**src/rtl/denise_bitplane_loader.sv**
```systemverilog
`default_nettype none
// ============================================================================
//  Module   : denise_bitplane_loader
//  Purpose  : Bitplane holding registers, snapshot-to-shifter transfer and
//             BPLCON1 scroll decode. The AGA build (8 planes, wide fetch
//             modes, 8-bit scroll) is enabled by the macro DENISE_BPL_AGA_EN.
//  Revision : 1.0  initial release
// ============================================================================
module denise_bitplane_loader (
    input  logic         clk,
    input  logic         reset_n,
    input  logic         clk7_en,
    input  logic         c1,
    input  logic         c3,
    input  logic         reg_wr,
    input  logic [7:0]   reg_addr,
    input  logic [63:0]  data_in,
    input  logic [1:0]   fmode,
    input  logic [3:0]   bpu,
    output logic         load,
    output logic [511:0] bpl_data,
    output logic [7:0]   scroll_odd,
    output logic [7:0]   scroll_even,
    output logic         overrun
);

`ifdef DENISE_BPL_AGA_EN
    localparam int         c_NUM_PLANES = 8;
    localparam logic [3:0] c_MAX_BPU    = 4'd8;
    localparam logic [1:0] c_FMODE_MASK = 2'b11;
`else
    localparam int         c_NUM_PLANES = 6;
    localparam logic [3:0] c_MAX_BPU    = 4'd6;
    localparam logic [1:0] c_FMODE_MASK = 2'b00;
`endif

    localparam logic [7:0] c_ADDR_BPL1DAT = 8'h88;
    localparam logic [7:0] c_ADDR_BPLCON1 = 8'h81;

    localparam logic [0:0] c_IDLE  = 1'b0;
    localparam logic [0:0] c_ARMED = 1'b1;

    logic [0:0]  r_state;
    logic [0:0]  w_state_next;
    logic        r_load;
    logic        w_load_next;
    logic        r_overrun;
    logic        w_overrun_set;
    logic        w_snapshot;
    logic [7:0]  r_scroll_odd;
    logic [7:0]  r_scroll_even;
    logic [7:0]  w_scroll_odd_next;
    logic [7:0]  w_scroll_even_next;

    logic        w_wr;
    logic        w_dat_sel;
    logic        w_bpl1_wr;
    logic        w_con1_wr;
    logic        w_complete;
    logic [1:0]  w_fmode;
    logic [3:0]  w_bpu_eff;
    logic [63:0] w_masked;

    assign w_wr       = reg_wr & clk7_en;
    assign w_dat_sel  = (reg_addr[7:3] == c_ADDR_BPL1DAT[7:3]);
    assign w_bpl1_wr  = w_wr & (reg_addr == c_ADDR_BPL1DAT);
    assign w_con1_wr  = w_wr & (reg_addr == c_ADDR_BPLCON1);
    assign w_complete = (r_state == c_ARMED) & ~c1 & ~c3;
    assign w_fmode    = fmode & c_FMODE_MASK;
    assign w_bpu_eff  = (bpu > c_MAX_BPU) ? c_MAX_BPU : bpu;

    always_comb begin
        w_masked = '0;
        case (w_fmode)
            2'b00:        w_masked = {data_in[63:48], 48'h0};
            2'b01, 2'b10: w_masked = {data_in[63:32], 32'h0};
            default:      w_masked = data_in;
        endcase
    end

    // ------------------------------------------------------------------
    // Transfer FSM: state register, next-state logic, output logic
    // ------------------------------------------------------------------
    always_ff @(posedge clk) begin
        if (!reset_n) begin
            r_state <= c_IDLE;
            r_load  <= 1'b0;
        end else begin
            r_state <= w_state_next;
            r_load  <= w_load_next;
        end
    end

    // A new BPL1DAT write re-arms even on the completion edge
    always_comb begin
        w_state_next = r_state;
        case (r_state)
            c_IDLE: begin
                if (w_bpl1_wr)
                    w_state_next = c_ARMED;
            end
            c_ARMED: begin
                if (w_bpl1_wr)
                    w_state_next = c_ARMED;
                else if (w_complete)
                    w_state_next = c_IDLE;
            end
            default: w_state_next = c_IDLE;
        endcase
    end

    always_comb begin
        w_load_next   = (w_state_next == c_ARMED);
        w_snapshot    = w_bpl1_wr;
        w_overrun_set = w_bpl1_wr & (r_state == c_ARMED) & ~w_complete;
    end

    always_ff @(posedge clk) begin
        if (!reset_n)
            r_overrun <= 1'b0;
        else if (w_overrun_set)
            r_overrun <= 1'b1;
    end

    // ------------------------------------------------------------------
    // BPLCON1 scroll decode
    // ------------------------------------------------------------------
`ifdef DENISE_BPL_AGA_EN
    assign w_scroll_odd_next  = {data_in[59:58], data_in[51:48], data_in[57:56]};
    assign w_scroll_even_next = {data_in[63:62], data_in[55:52], data_in[61:60]};
`else
    assign w_scroll_odd_next  = {2'b00, data_in[51:48], 2'b00};
    assign w_scroll_even_next = {2'b00, data_in[55:52], 2'b00};
`endif

    always_ff @(posedge clk) begin
        if (!reset_n) begin
            r_scroll_odd  <= 8'h00;
            r_scroll_even <= 8'h00;
        end else if (w_con1_wr) begin
            r_scroll_odd  <= w_scroll_odd_next;
            r_scroll_even <= w_scroll_even_next;
        end
    end

    // ------------------------------------------------------------------
    // Per-plane holding register and shifter snapshot
    // ------------------------------------------------------------------
    for (genvar i = 0; i < 8; i++) begin : g_plane
        if (i < c_NUM_PLANES) begin : g_present
            logic [63:0] r_hold;
            logic [63:0] r_plane;
            logic        w_we;
            logic [63:0] w_src;

            assign w_we  = w_wr & w_dat_sel & (reg_addr[2:0] == 3'(i));
            // The plane written on this edge contributes its fresh value
            assign w_src = w_we ? w_masked : r_hold;

            always_ff @(posedge clk) begin
                if (!reset_n) begin
                    r_hold  <= 64'h0;
                    r_plane <= 64'h0;
                end else begin
                    if (w_we)
                        r_hold <= w_masked;
                    if (w_snapshot)
                        r_plane <= (w_bpu_eff > 4'(i)) ? w_src : 64'h0;
                end
            end

            assign bpl_data[64*i +: 64] = r_plane;
        end else begin : g_absent
            assign bpl_data[64*i +: 64] = 64'h0;
        end
    end

    assign load        = r_load;
    assign overrun     = r_overrun;
    assign scroll_odd  = r_scroll_odd;
    assign scroll_even = r_scroll_even;

endmodule
`default_nettype wire

```
**config.mk**
```make
export PLATFORM = sky130hd
export DESIGN_NAME = denise_bitplane_loader
export DESIGN_NICKNAME = d
export VERILOG_FILES = /design/src/rtl/denise_bitplane_loader.sv
export SDC_FILE = /design/constraint.sdc
export NUM_CORES = 1
export LEC_CHECK = 0
export ABC_AREA = 1
export ABC_CLOCK_PERIOD_IN_PS = 1700
export BUFFER_PORTS_ARGS = -buffer_cell sky130_fd_sc_hd__buf_2
export CORE_ASPECT_RATIO = 0.8
export CORE_MARGIN = 2
export CORE_UTILIZATION = 40
export CTS_BUF_LIST = sky130_fd_sc_hd__clkbuf_4 sky130_fd_sc_hd__clkbuf_8 sky130_fd_sc_hd__clkbuf_16
export DETAILED_ROUTE_END_ITERATION = 12
export PLACE_DENSITY = 0.65
export SYNTH_ARGS = -nofsm -noshare
export SYNTH_HDL_FRONTEND = slang
export SYNTH_SLANG_ARGS = --single-unit
```
**constraint.sdc**
```tcl
create_clock -name clk -period 1.7 [get_ports clk]
set_input_delay 0.34 -clock clk [delete_from_list [all_inputs] [get_ports clk]]
set_output_delay 0.34 -clock clk [all_outputs]
set_load 0.005 [all_outputs]
```
Yosys cells after proc, flatten, opt, wreduce, memory -nomap -nowiden --
Index checks and enable logic that the tools add are counted.
Storage, ports and cells: bits in registers 778, output and inout port bits 530, word-level logic and storage cells 67, bits of input ports 84
Cells by class: reductions and logical operators 1, multiplexer cells 17, bitwise gates (word level) 18, equal/unequal tests 8, order comparisons 7
Operators by type and width (number):
- $mux 64 | 12
- $eq 8x8->1 const B | 2
- $and 1x1->1 | 14
- $gt 4x3->1 const B | 3
- $gt 4x1->1 const B | 2
- $gt 4x2->1 const B | 2
- $eq 3x2->1 const B | 2
- $eq 3x3->1 const B | 2
- $eq 5x5->1 const B | 1
- $mux 4 | 1
- $not 1->1 | 4
- $eq 3x1->1 const B | 1
- $logic_not 3->1 | 1
- $mux 1 | 3
- $pmux 1 s2 | 1

Longest topological paths before layout --
Gate-level depths: netlist (run 1).
word-level depth 6, gate-level depth with buffers 11

Least setup slack after synthesis (run 1) --
Ideal clock, no wire load.
path kind input -> register, start input bpu[1], end register g_plane[0].g_present.r_plane[53], cell stages on the path 7, arrival 1.467 ns, setup slack 0.103 ns, library setup time 0.130 ns, buffers on the path 1, cells stage by stage nor2_1 inv_1 nor2_1 nand2_1 buf_2 nand3_1 a21oi_1
Between the ends: cells in the longest elaborated chain, start to end 4
Ends and longest elaborated chain:
- start: declaration | line 19 | input logic [3:0] bpu,
- $gt 4x3->1 | line 70 | assign w_bpu_eff = (bpu > c_MAX_BPU) ? c_MAX_BPU : bpu;
- $mux 4 * | line 70
- $gt 4x1->1 * | line 168 | r_plane <= (w_bpu_eff > 4'(i)) ? w_src : 64'h0;
- $mux 64 * | line 168
- end signal: assignment | line 168
- end: declaration | line 152 | logic [63:0] r_plane;
Every way passes the cells marked *; elsewhere a longest branch is shown, timed or not. A chain may end at the register's enable or synchronous reset.

Worst setup path in the final report (run 1) --
start register g_plane[1].g_present.r_plane[51], end output bpl_data[115]
RTL lines:
- start: declaration | line 152
- start signal: assignment | line 168
- end: declaration | line 21 | output logic [511:0] bpl_data,
No word-level cell between the ends.

==> metrics.txt, run 1 <==
status=finished clean; post-CTS setup buffer count=0; Setup crit end kind=primary output; sequential share of the synthesized area=57.6%; most common cell after layout, fill and taps aside=dfxtp_1; Worst-Skew Late Latency=0.61 ns; drc violations=0; post-synthesis cell type count=28; area of placed instances=0.0282 mm^2; fillcell total=5979; Post-Synthesis Cells=2984; Cell Chain, Critical Path=buf_2; Hold Path End=g_plane[1].g_present.r_plane[53]; crit path buf inv count=1; FF-to-FF setup slack=0.68 ns; yosys warns=0; Boundary Pins=614; share of cells above drive strength 1=21.2%; area of the core=0.0612 mm^2; syn_area_per_cell=8.31 um^2; total CTS buffers=72; RSZ-0062 raised after global routing=no; Placement Rows=81; cts hold-fix bufs=0; CTS sink count=714; Global Route Usage Sum=19.9%; Tcrit/Tclk final=86.7%; reg2reg path depth=4; WP data required=1.36 ns; Die W=282 um; RD Place Congestion=0.819; number of global-route vias before repair=18116; Lkg Pwr=16.0 nW; H-tree levels=3; Final Cell Area=0.0308 mm^2; slowest stage delay, CP=0.33 ns; Max Clock Freq=678 MHz; min-delay src=reset_n; via total after detailed routing=19852; Final TNS setup=0 ns; starting density of the core=40.5%; Via density=4.62; Layout area overhead=24.1%; Fin. Hold Viols=0; Slew Viols, Final=0; power per cell area=1110 mW/mm^2; die height=227 um; initial DRC count=1319; Tmin final=1.47 ns; Max-cap violations=0; VDD IR max=734 uV; Max Root-Sink Buffers=3; Hold WC Path Type=in2reg; Post-Syn Area=0.0248 mm^2; Post-Place Worst Slack=-0.178 ns; final worst slack=0.225 ns; Detailed Route WL=65700 um; fin nets=3491; first-pass GRT wire length=101000 um; die area=0.0640 mm^2; grt ovf=0; CTS tree=yes; skew final=0.0280 ns; CP arrival=1.13 ns; clock slew at reported path FFs=0.06 ns; antenna violation net count after detailed routing=0; Post-CTS Resized=0; largest net degree at the start of global routing=111; port bufs=427; FF+latch count, synth=714; total power=0.0342 W; initial antenna violation count=1; worst hold slack=0.0714 ns; worst-path fanout max=2; Crit Reg-Reg Startpoint=load; Crit path max-delay family=flip-flops; kind of critical path=reg2out; Worst path slowest cell=dfxtp_1; DP HPWL=44800 um; startpoint types=register; most frequent cells in the layout=714 x dfxtp_1, 610 x nand3_1, 520 x nand2_1; r2r endpoint=overrun; Setup Viol. Count Final=0; clk root buf=clkbuf_16; routed length per placed instance=15.3 um; DRT Pass-1 Iters=5; hold depth=3
[where the power goes]
group,internal [W],switching [W],total (W)
clock network,0.0100,0.00675,0.0168
logic,0.000156,0.000552,0.000708
registers,0.0167,0.000000690,0.0167
[cell usage after synthesis]
library cell	number	area [um^2]
a21oi_1	113	566
and2_1	16	100
buf_1	24	90.1
buf_2	40	200
buf_4	147	1100
buf_6	4	45.0
clkbuf_1	125	469
clkbuf_2	1	5.00
clkinv_1	1	3.75
conb_1	1	3.75
dfxtp_1	714	14300
inv_1	333	1250
inv_2	5	18.8
nand2_1	521	1960
nand2_2	4	25.0
nand3_1	611	3060
nand3_2	3	30.0
nand4_1	3	18.8
nor2_1	137	514
nor2_2	6	37.5
nor2_4	2	22.5
nor2_8	2	40.0
nor3_1	8	40.0
nor3_4	1	16.3
o21a_1	1	7.51
o21ai_0	120	601
o21ai_1	21	105
o21ai_2	20	175
[worst register-to-register path, cell delays in order, from the launching register on]
cell and delay, ns:
dfxtp_1 0.31, o21ai_0 0.15, nor2_1 0.11, buf_4 0.16
o21a_1 0.16
[registers in the layout, indices dropped and copies added (netlist names)]
name	count
scroll_odd	4
overrun	1
g_plane.g_present.r_hold	320
load	1
scroll_even	4
g_plane.g_present.r_plane	384
[metrics by stage]
| step | util, % | instances |
|---|---|---|
| after floorplan | - | 3119 |
| after global placement | 46.1 | 4163 |
| after detailed placement | 46.1 | 4163 |
| after CTS | 50.3 | 4294 |
| after global routing | 50.3 | 4295 |
| final | 50.3 | 4295 |
[cells by family (layout without fill, tap and decap cells)]
logic type	count (synthesis)	in the layout	share of synthesized area, %
AO/OA/AOI/OAI	275	275	5.86
buffers and inverters	680	1025	12.8
flip-flops	714	714	57.6
other	1	137	0.0151
AND/OR/NAND/NOR	1314	1314	23.6
[per-layer routing]
layer  routed length (um)  vias up  share of wire, %  global-route usage (%)
met2                29100      521                44                    30.2
met4                 1720        0               2.6                    6.55
met3                 5200       98               7.9                    6.24
met5                    0        -                 0                       0
met1                29700     9185                45                    26.7
li1                     -    10048                 -                       -
[area by class of cell]
class	instances	area, um^2	share of cell area (%)
flip-flops and latches	714	14300	46.4
multi-input cells	1725	7850	25.5
repair buffers	555	3780	12.3
clock buffers	100	2110	6.86
inverters	339	1280	4.15
well taps	830	1040	3.37
clock inverters	31	428	1.39
diodes	1	2.50	0.00813
[worst max-delay path by stage]
stage	from	end	slack, ns	cells after the start
after floorplan	bpu[1]	g_plane[0].g_present.r_plane[53]	0.10	7
after global placement	reg_addr[5]	g_plane[2].g_present.r_plane[13]	-0.13	10
after detailed placement	reg_addr[5]	g_plane[4].g_present.r_plane[5]	-0.18	10
after CTS	g_plane[1].g_present.r_plane[51]	bpl_data[115]	0.17	1
after global routing	g_plane[1].g_present.r_plane[51]	bpl_data[115]	0.17	1
final	g_plane[1].g_present.r_plane[51]	bpl_data[115]	0.23	1
(Power assumes the default switching activity.)
==> run 2: changes to the inputs <==
Settings changed: ABC_AREA 1 to 0, PLACE_DENSITY 0.65 to 0.66.
==> run 2 against run 1 <==
Compared with the run above:
- global-route usage fell by 1.3 points
- sequential power barely moved
- count of clock-buffer cells in the layout did not move
- critical path depth did not move
- largest power group is now sequential cells
- utilization fell by 0.49 points
==> metrics.txt, run 2 <==
post-synthesis async set-or-reset flop share=0% (unchanged); CTS tree=yes; syn_area_per_cell=11.5 um^2 (+38%); Global Route Usage Sum=18.6% (-1.3 points); top-area cell type share of the netlist area=63.9% (+6.2 points); first-pass GRT wire length=84800 um (-16%); Layout area overhead=23.1%; routed wl met3=4380 um (-16%); post-synthesis cell type count=33 (+18%); die area=0.0579 mm^2 (-9.6%); share of cells above drive strength 1=26.3% (+5.1 points); most common cell after layout, fill and taps aside=dfxtp_1; ANT cells=0 (-1); power per cell area=1200 mW/mm^2 (+8.1%); drc violations=0 (unchanged); most flop-heavy register=g_plane.g_present.r_plane; sequential share of power=50.6% (+1.7 points); max reg flops=384 (unchanged); Post-Synthesis Cells=1951 (-35%); RD Place Congestion=0.787 (-4.0%); startpoint types=register; cts hold-fix bufs=0 (unchanged); number of flops mapped to enable cells by yosys=0 (unchanged); top cell type by total area after synthesis=dfxtp_1; Clock Power Share=47.5% (-1.5 points); dominant cell by count in the synthesized netlist=dfxtp_1; port bufs=427 (unchanged); Hold WC Path Type=in2reg; fin nets=2440 (-30%); Post-Syn Area=0.0224 mm^2 (-9.8%); Max Used Layer=met5; VDD IR max=839 uV (+14%); ranking of synthesized cells by area=dfxtp_1 64%, a22o_1 9.4%, and3_1 6.8%; synth cell count leaders=714 x dfxtp_1, 242 x and3_1, 240 x a22o_1; P_sw=0.00678 W (-7.1%); crit path buf inv count=1 (unchanged); Setup Viol. Count Final=0 (unchanged); antenna violation net count after detailed routing=0 (unchanged); largest net degree at the start of global routing=135 (+22%); clock slew at reported path FFs=0.06 ns (about the same); grt ovf=0 (unchanged); DP HPWL=36600 um (-18%); Max Clock Freq=691 MHz (+1.9%); top flop regs=g_plane.g_present.r_plane x384, g_plane.g_present.r_hold x320; WP data required=1.36 ns (about the same); Tmin final=1.45 ns (-0.0276 ns); Tcrit/Tclk final=85.1% (-1.6 points); Switching Share=20.5% (-0.84 points); slew at the pin closest to its max-slew limit=0.916 ns; met1 wire length=24800 um (-16%); Detailed Route WL=55700 um (-15%); Worst path slowest cell=dfxtp_1; Fin. Hold Viols=0 (unchanged); Post-CTS Resized=0 (unchanged); CP arrival=1.11 ns (-0.02 ns); CTS sink count=714 (unchanged); status=finished clean; yosys warns=0 (unchanged); Max Root-Sink Buffers=3 (unchanged); Worst-Skew Late Latency=0.59 ns (-0.02 ns); Via density=4.81 (+4.0%); initial antenna violation count=10 (+9); area of the core=0.0553 mm^2 (-9.7%); internal power=0.0263 W (-2.3%); kind of critical path=reg2out; via total after detailed routing=15179 (-24%); DR WL met2=25100 um (-14%); RSZ-0062 raised after global routing=no; number of global-route vias before repair=14660 (-19%); total CTS buffers=68 (-5.6%); Boundary Pins=614 (unchanged); Cell Chain, Critical Path=buf_2; most frequent cells in the layout=714 x dfxtp_1, 426 x buf_2, 241 x and3_1; Die W=268 um (-4.9%); sequential share of the synthesized area=63.9% (+6.2 points); skew final=0.0150 ns (-0.0130 ns); DRT Pass-1 Iters=5 (unchanged); starting density of the core=40.5% (-0.049 points); total power=0.0331 W (-3.3%); Crit path max-delay family=flip-flops; slowest stage delay, CP=0.38 ns (+0.05 ns); Lkg Pwr=13.9 nW (-13%); Max-cap violations=0 (unchanged); Setup crit end kind=primary output; FF+latch count, synth=714 (unchanged); Post-synth top flop=dfxtp_1; post-CTS setup buffer count=0 (unchanged); Slew Viols, Final=0 (unchanged); worst hold slack=0.113 ns (+0.0414 ns); Final TNS setup=0 ns (unchanged); die height=216 um (-4.9%); Slew headroom=38.9%; H-tree levels=3 (unchanged); clk root buf=clkbuf_16; Placement Rows=77 (-4.9%); routed length per placed instance=17.6 um (+15%); initial DRC count=979 (-26%); worst-path fanout max=2 (unchanged); Comb power frac=1.9% (-0.2 points)
-- run 2: changes by cell type in the layout (fill, tap and decap cells not counted), sizes merged, moves of 40 or more --
cell and delta:
nand2 -442, buf -55, a22o +240, nand3 -612
a21oi -112, inv -342, o21ai -79, nor2 -40
and3 +242, mux2i +88
-- run 2: path summary, 6_finish.rpt --
kind / endpoint / cells past startpoint / slack [ns] / startpoint
setup / recovery: bpl_data[68] / 1 / 0.25 / g_plane[1].g_present.r_plane[4]
hold / removal: load / 3 / 0.11 / c3
setup reg to reg: g_plane[1].g_present.r_plane[62] / 2 / 0.93 / g_plane[1].g_present.r_hold[62]
hold reg to reg: g_plane[2].g_present.r_plane[51] / 2 / 0.45 / g_plane[2].g_present.r_plane[51]
-- run 2: per-layer routing --
layer / GRT usage, % / vias to the layer above
met3: 6.62 / 104
met4: 5.65 / 10
met2: 28.7 / 438
met5: 0 / -
li1: - / 7325
met1: 24.2 / 7302
-- run 2: cell families after synthesis --
family | after synthesis | synth area share, %
flops | 714 | 63.9
simple gates | 503 | 12.1
compound gates | 344 | 12.0
buf+inv | 301 | 8.09
mux | 88 | 3.94
other cells | 1 | 0.0168
-- run 2: worst reg2reg max path, cell delays in order (launching register included) --
cell	delay, ns
dfxtp_1	0.29
mux2i_1	0.21
o21ai_0	0.14
-- run 2: per-stage QoR --
stage | std cells | setup WS, ns | utilization [%] | instance area [um^2]
detailed placement | 3036 | -0.272 | 45.5 | 25200
global placement | 3036 | -0.211 | 45.5 | 25200
finish | 3159 | 0.253 | 49.8 | 27500
floorplan | 2086 | 0.0105 | - | 22900
CTS | 3159 | 0.214 | 49.8 | 27500
global route | 3159 | 0.185 | 49.8 | 27500
-- run 2: layout make-up --
cell class              instances  area [um^2]
clock inverters                23          305
multi-input cells            1071         6800
fillers                      5038        27800
well taps                     750          938
clock buffers                 100         2070
repair buffers                500         3130
flip-flops and latches        714        14300
inverters                       1         5.00
-- run 2: power groups by stage --
| stage | sequential (W) | combinational, W | clock (W) |
|---|---|---|---|
| after CTS | 0.0167 | 0.000619 | 0.0160 |
| after global routing | 0.0167 | 0.000676 | 0.0168 |
| final | 0.0167 | 0.000623 | 0.0157 |
| after detailed placement | 0.0171 | 0.000616 | 0 |
| after global placement | 0.0171 | 0.000607 | 0 |
| after floorplan | 0.0171 | 0.000555 | 0 |
==> run 3: changes to the inputs <==
Settings changed: CORE_UTILIZATION 40 to 30, PLACE_DENSITY 0.66 to default, SLEW_MARGIN from default to 20.
==> run 3 against run 2 <==
Compared with the run above:
- die area increased by 33%
- largest power group unchanged
- count of clock-buffer cells in the layout decreased by 5
- worst setup slack got worse by 0.069 ns
- clock skew decreased by 0.0023 ns
- critical path depth unchanged
- highest routed layer unchanged
==> metrics.txt, run 3 (same netlist as run 2, synthesis figures left out) <==
status=finished clean; area of the multi-input gates=0.00681 mm^2 (about the same); Crit path max-delay family=flip-flops; DRT Pass-1 Iters=5 (unchanged); CTS tree=yes; slew at the pin closest to its max-slew limit=0.675 ns (-0.242 ns); Switching Share=20.6% (+0.11 points); FF-to-FF setup slack=0.88 ns (-0.05 ns); grt ovf=0 (unchanged); Post-Place Worst Slack=-0.332 ns (-0.0595 ns); CP endpoint=bpl_data[255]; FF+latch area=0.0143 mm^2 (unchanged); total power=0.0335 W (+1.4%); die area=0.0768 mm^2 (+33%); Layout area overhead=24.4%; CP startpoint=g_plane[3].g_present.r_plane[63]; Global Route Usage Sum=14.2% (-4.4 points); Tcrit/Tclk final=89.2% (+4.0 points); startpoint types=register; Setup Viol. Count Final=0 (unchanged); Worst path slowest cell=dfxtp_1; clock slew at reported path FFs=0.06 ns (about the same); post-CTS setup buffer count=0 (unchanged); first-pass GRT wire length=85400 um (+0.76%); CTS sink count=714 (unchanged); Lkg Pwr=13.9 nW (-0.16%); cts hold-fix bufs=0 (unchanged); Max Root-Sink Buffers=3 (unchanged); Cell Chain, Critical Path=buf_2; total CTS buffers=72 (+5.9%); VDD IR max=639 uV (-24%); Comb power frac=1.8% (about the same); CP arrival=1.18 ns (+0.07 ns); number of global-route vias before repair=14391 (-1.8%); routed length per placed instance=16.9 um (-4.5%); RSZ-0062 raised after global routing=no; Detailed Route WL=57400 um (+2.9%); P_sw=0.00692 W (+2.0%); max reg flops=384 (unchanged); Fin. Hold Viols=0 (unchanged); skew final=0.0127 ns (-0.00232 ns); final worst slack=0.184 ns (-0.0688 ns); Max Clock Freq=660 MHz (-4.5%); share of cells above drive strength 1=26.0% (-0.28 points); WP data required=1.36 ns (about the same); Worst-Skew Late Latency=0.59 ns (about the same); Post-CTS Resized=0 (unchanged); RD Place Congestion=0.780 (-0.84%); most flop-heavy register=g_plane.g_present.r_plane; Placement Rows=89 (+16%); H-tree levels=3 (unchanged); area of the core=0.0738 mm^2 (+34%); Via density=4.46 (-7.2%); sequential share of power=49.9% (-0.7 points); DP HPWL=37700 um (+3.1%); Max-cap violations=0 (unchanged); internal power=0.0266 W (+1.3%); clk root buf=clkbuf_16; via total after detailed routing=15172 (-0.046%); Setup crit end kind=primary output; initial DRC count=989 (+1.0%); fillcell total=7215 (+43%); critical path depth=1 (unchanged); Crit Reg-Reg Startpoint=load; Boundary Pins=614 (unchanged); antenna violation net count after detailed routing=0 (unchanged); Die W=309 um (+15%); power per cell area=1210 mW/mm^2 (+0.36%); crit path buf inv count=1 (unchanged); Placed Cells=3277 (+7.9%); most frequent cells in the layout=714 x dfxtp_1, 426 x buf_2, 242 x and3_1; Slew Viols, Final=0 (unchanged); worst-path fanout max=2 (unchanged); fin nets=2434 (-0.25%); Slew headroom=55.0% (+16 points); port bufs=427 (unchanged); die height=248 um (+15%); top flop regs=g_plane.g_present.r_plane x384, g_plane.g_present.r_hold x320; fin cells=3403 (+7.7%); Clock Power Share=48.3% (+0.8 points); largest net degree at the start of global routing=137 (+1.5%); reg2reg path depth=3 (+1); kind of critical path=reg2out; Hold WC Path Type=in2reg; initial antenna violation count=3 (-7); most common cell after layout, fill and taps aside=dfxtp_1; drc violations=0 (unchanged); Tmin final=1.52 ns (+0.0688 ns); r2r endpoint=overrun; slowest stage delay, CP=0.33 ns (-0.05 ns); starting density of the core=30.3% (-10 points)
==> run 3: how the worst min path moves through the flow <==
| stage | start | endpoint | slack (ns) | cells after the start |
|---|---|---|---|---|
| finish | data_in[61] | g_plane[3].g_present.r_hold[61] | 0.15 | 3 |
| CTS | data_in[61] | g_plane[3].g_present.r_hold[61] | 0.10 | 3 |
| global placement | g_plane[1].g_present.r_plane[49] | g_plane[1].g_present.r_plane[49] | 0.43 | 2 |
| detailed placement | g_plane[2].g_present.r_plane[49] | g_plane[2].g_present.r_plane[49] | 0.44 | 2 |
| floorplan | g_plane[5].g_present.r_hold[0] | g_plane[5].g_present.r_plane[0] | 0.43 | 1 |
| global route | data_in[55] | scroll_even[5] | 0.12 | 3 |
==> run 3: routing by layer <==
metal / wire length (um) / GRT usage [%] / part of all wire [%] / vias up
met5: 42 / 0 / 0.073 / -
met4: 1540 / 5.25 / 2.7 / 6
met3: 4020 / 4.64 / 7.0 / 103
met2: 25500 / 21.6 / 44 / 405
met1: 26200 / 18.8 / 46 / 7350
li1: - / - / - / 7308
==> run 3: stage by stage <==
step / hold slack (ns) / instance area [um^2] / util [%] / setup TNS (ns)
2_1_floorplan: 0.434 / 22900 / - / 0
3_3_place_gp: 0.434 / 25400 / 34.4 / -133.65
3_5_place_dp: 0.437 / 25400 / 34.4 / -148.72
4_1_cts: 0.105 / 27800 / 37.7 / 0
5_1_grt: 0.122 / 27800 / 37.7 / 0
6_report: 0.151 / 27800 / 37.7 / 0
==> run 3: worst reg2reg max path: cells and delay by family, from the launching register on <==
kind	cells	cell delay [ns]
flops	1	0.32
compound gates	2	0.33
simple gates	1	0.07
==> run 3: area by class of cell <==
class | count | share of cell area, %
flip-flops and latches | 714 | 51.4
multi-input cells | 1071 | 24.5
repair buffers | 490 | 10.9
clock buffers | 95 | 7.40
well taps | 1001 | 4.50
clock inverters | 29 | 1.34
inverters | 1 | 0.0180
diodes | 2 | 0.0180
==> run 3: power by group through the flow <==
stage | Sequential (W) | Clock, W | Combinational, W
2_1_floorplan | 0.0171 | 0 | 0.000555
4_1_cts | 0.0167 | 0.0166 | 0.000616
5_1_grt | 0.0167 | 0.0173 | 0.000680
6_report | 0.0167 | 0.0162 | 0.000617
3_5_place_dp | 0.0171 | 0 | 0.000615
3_3_place_gp | 0.0171 | 0 | 0.000602
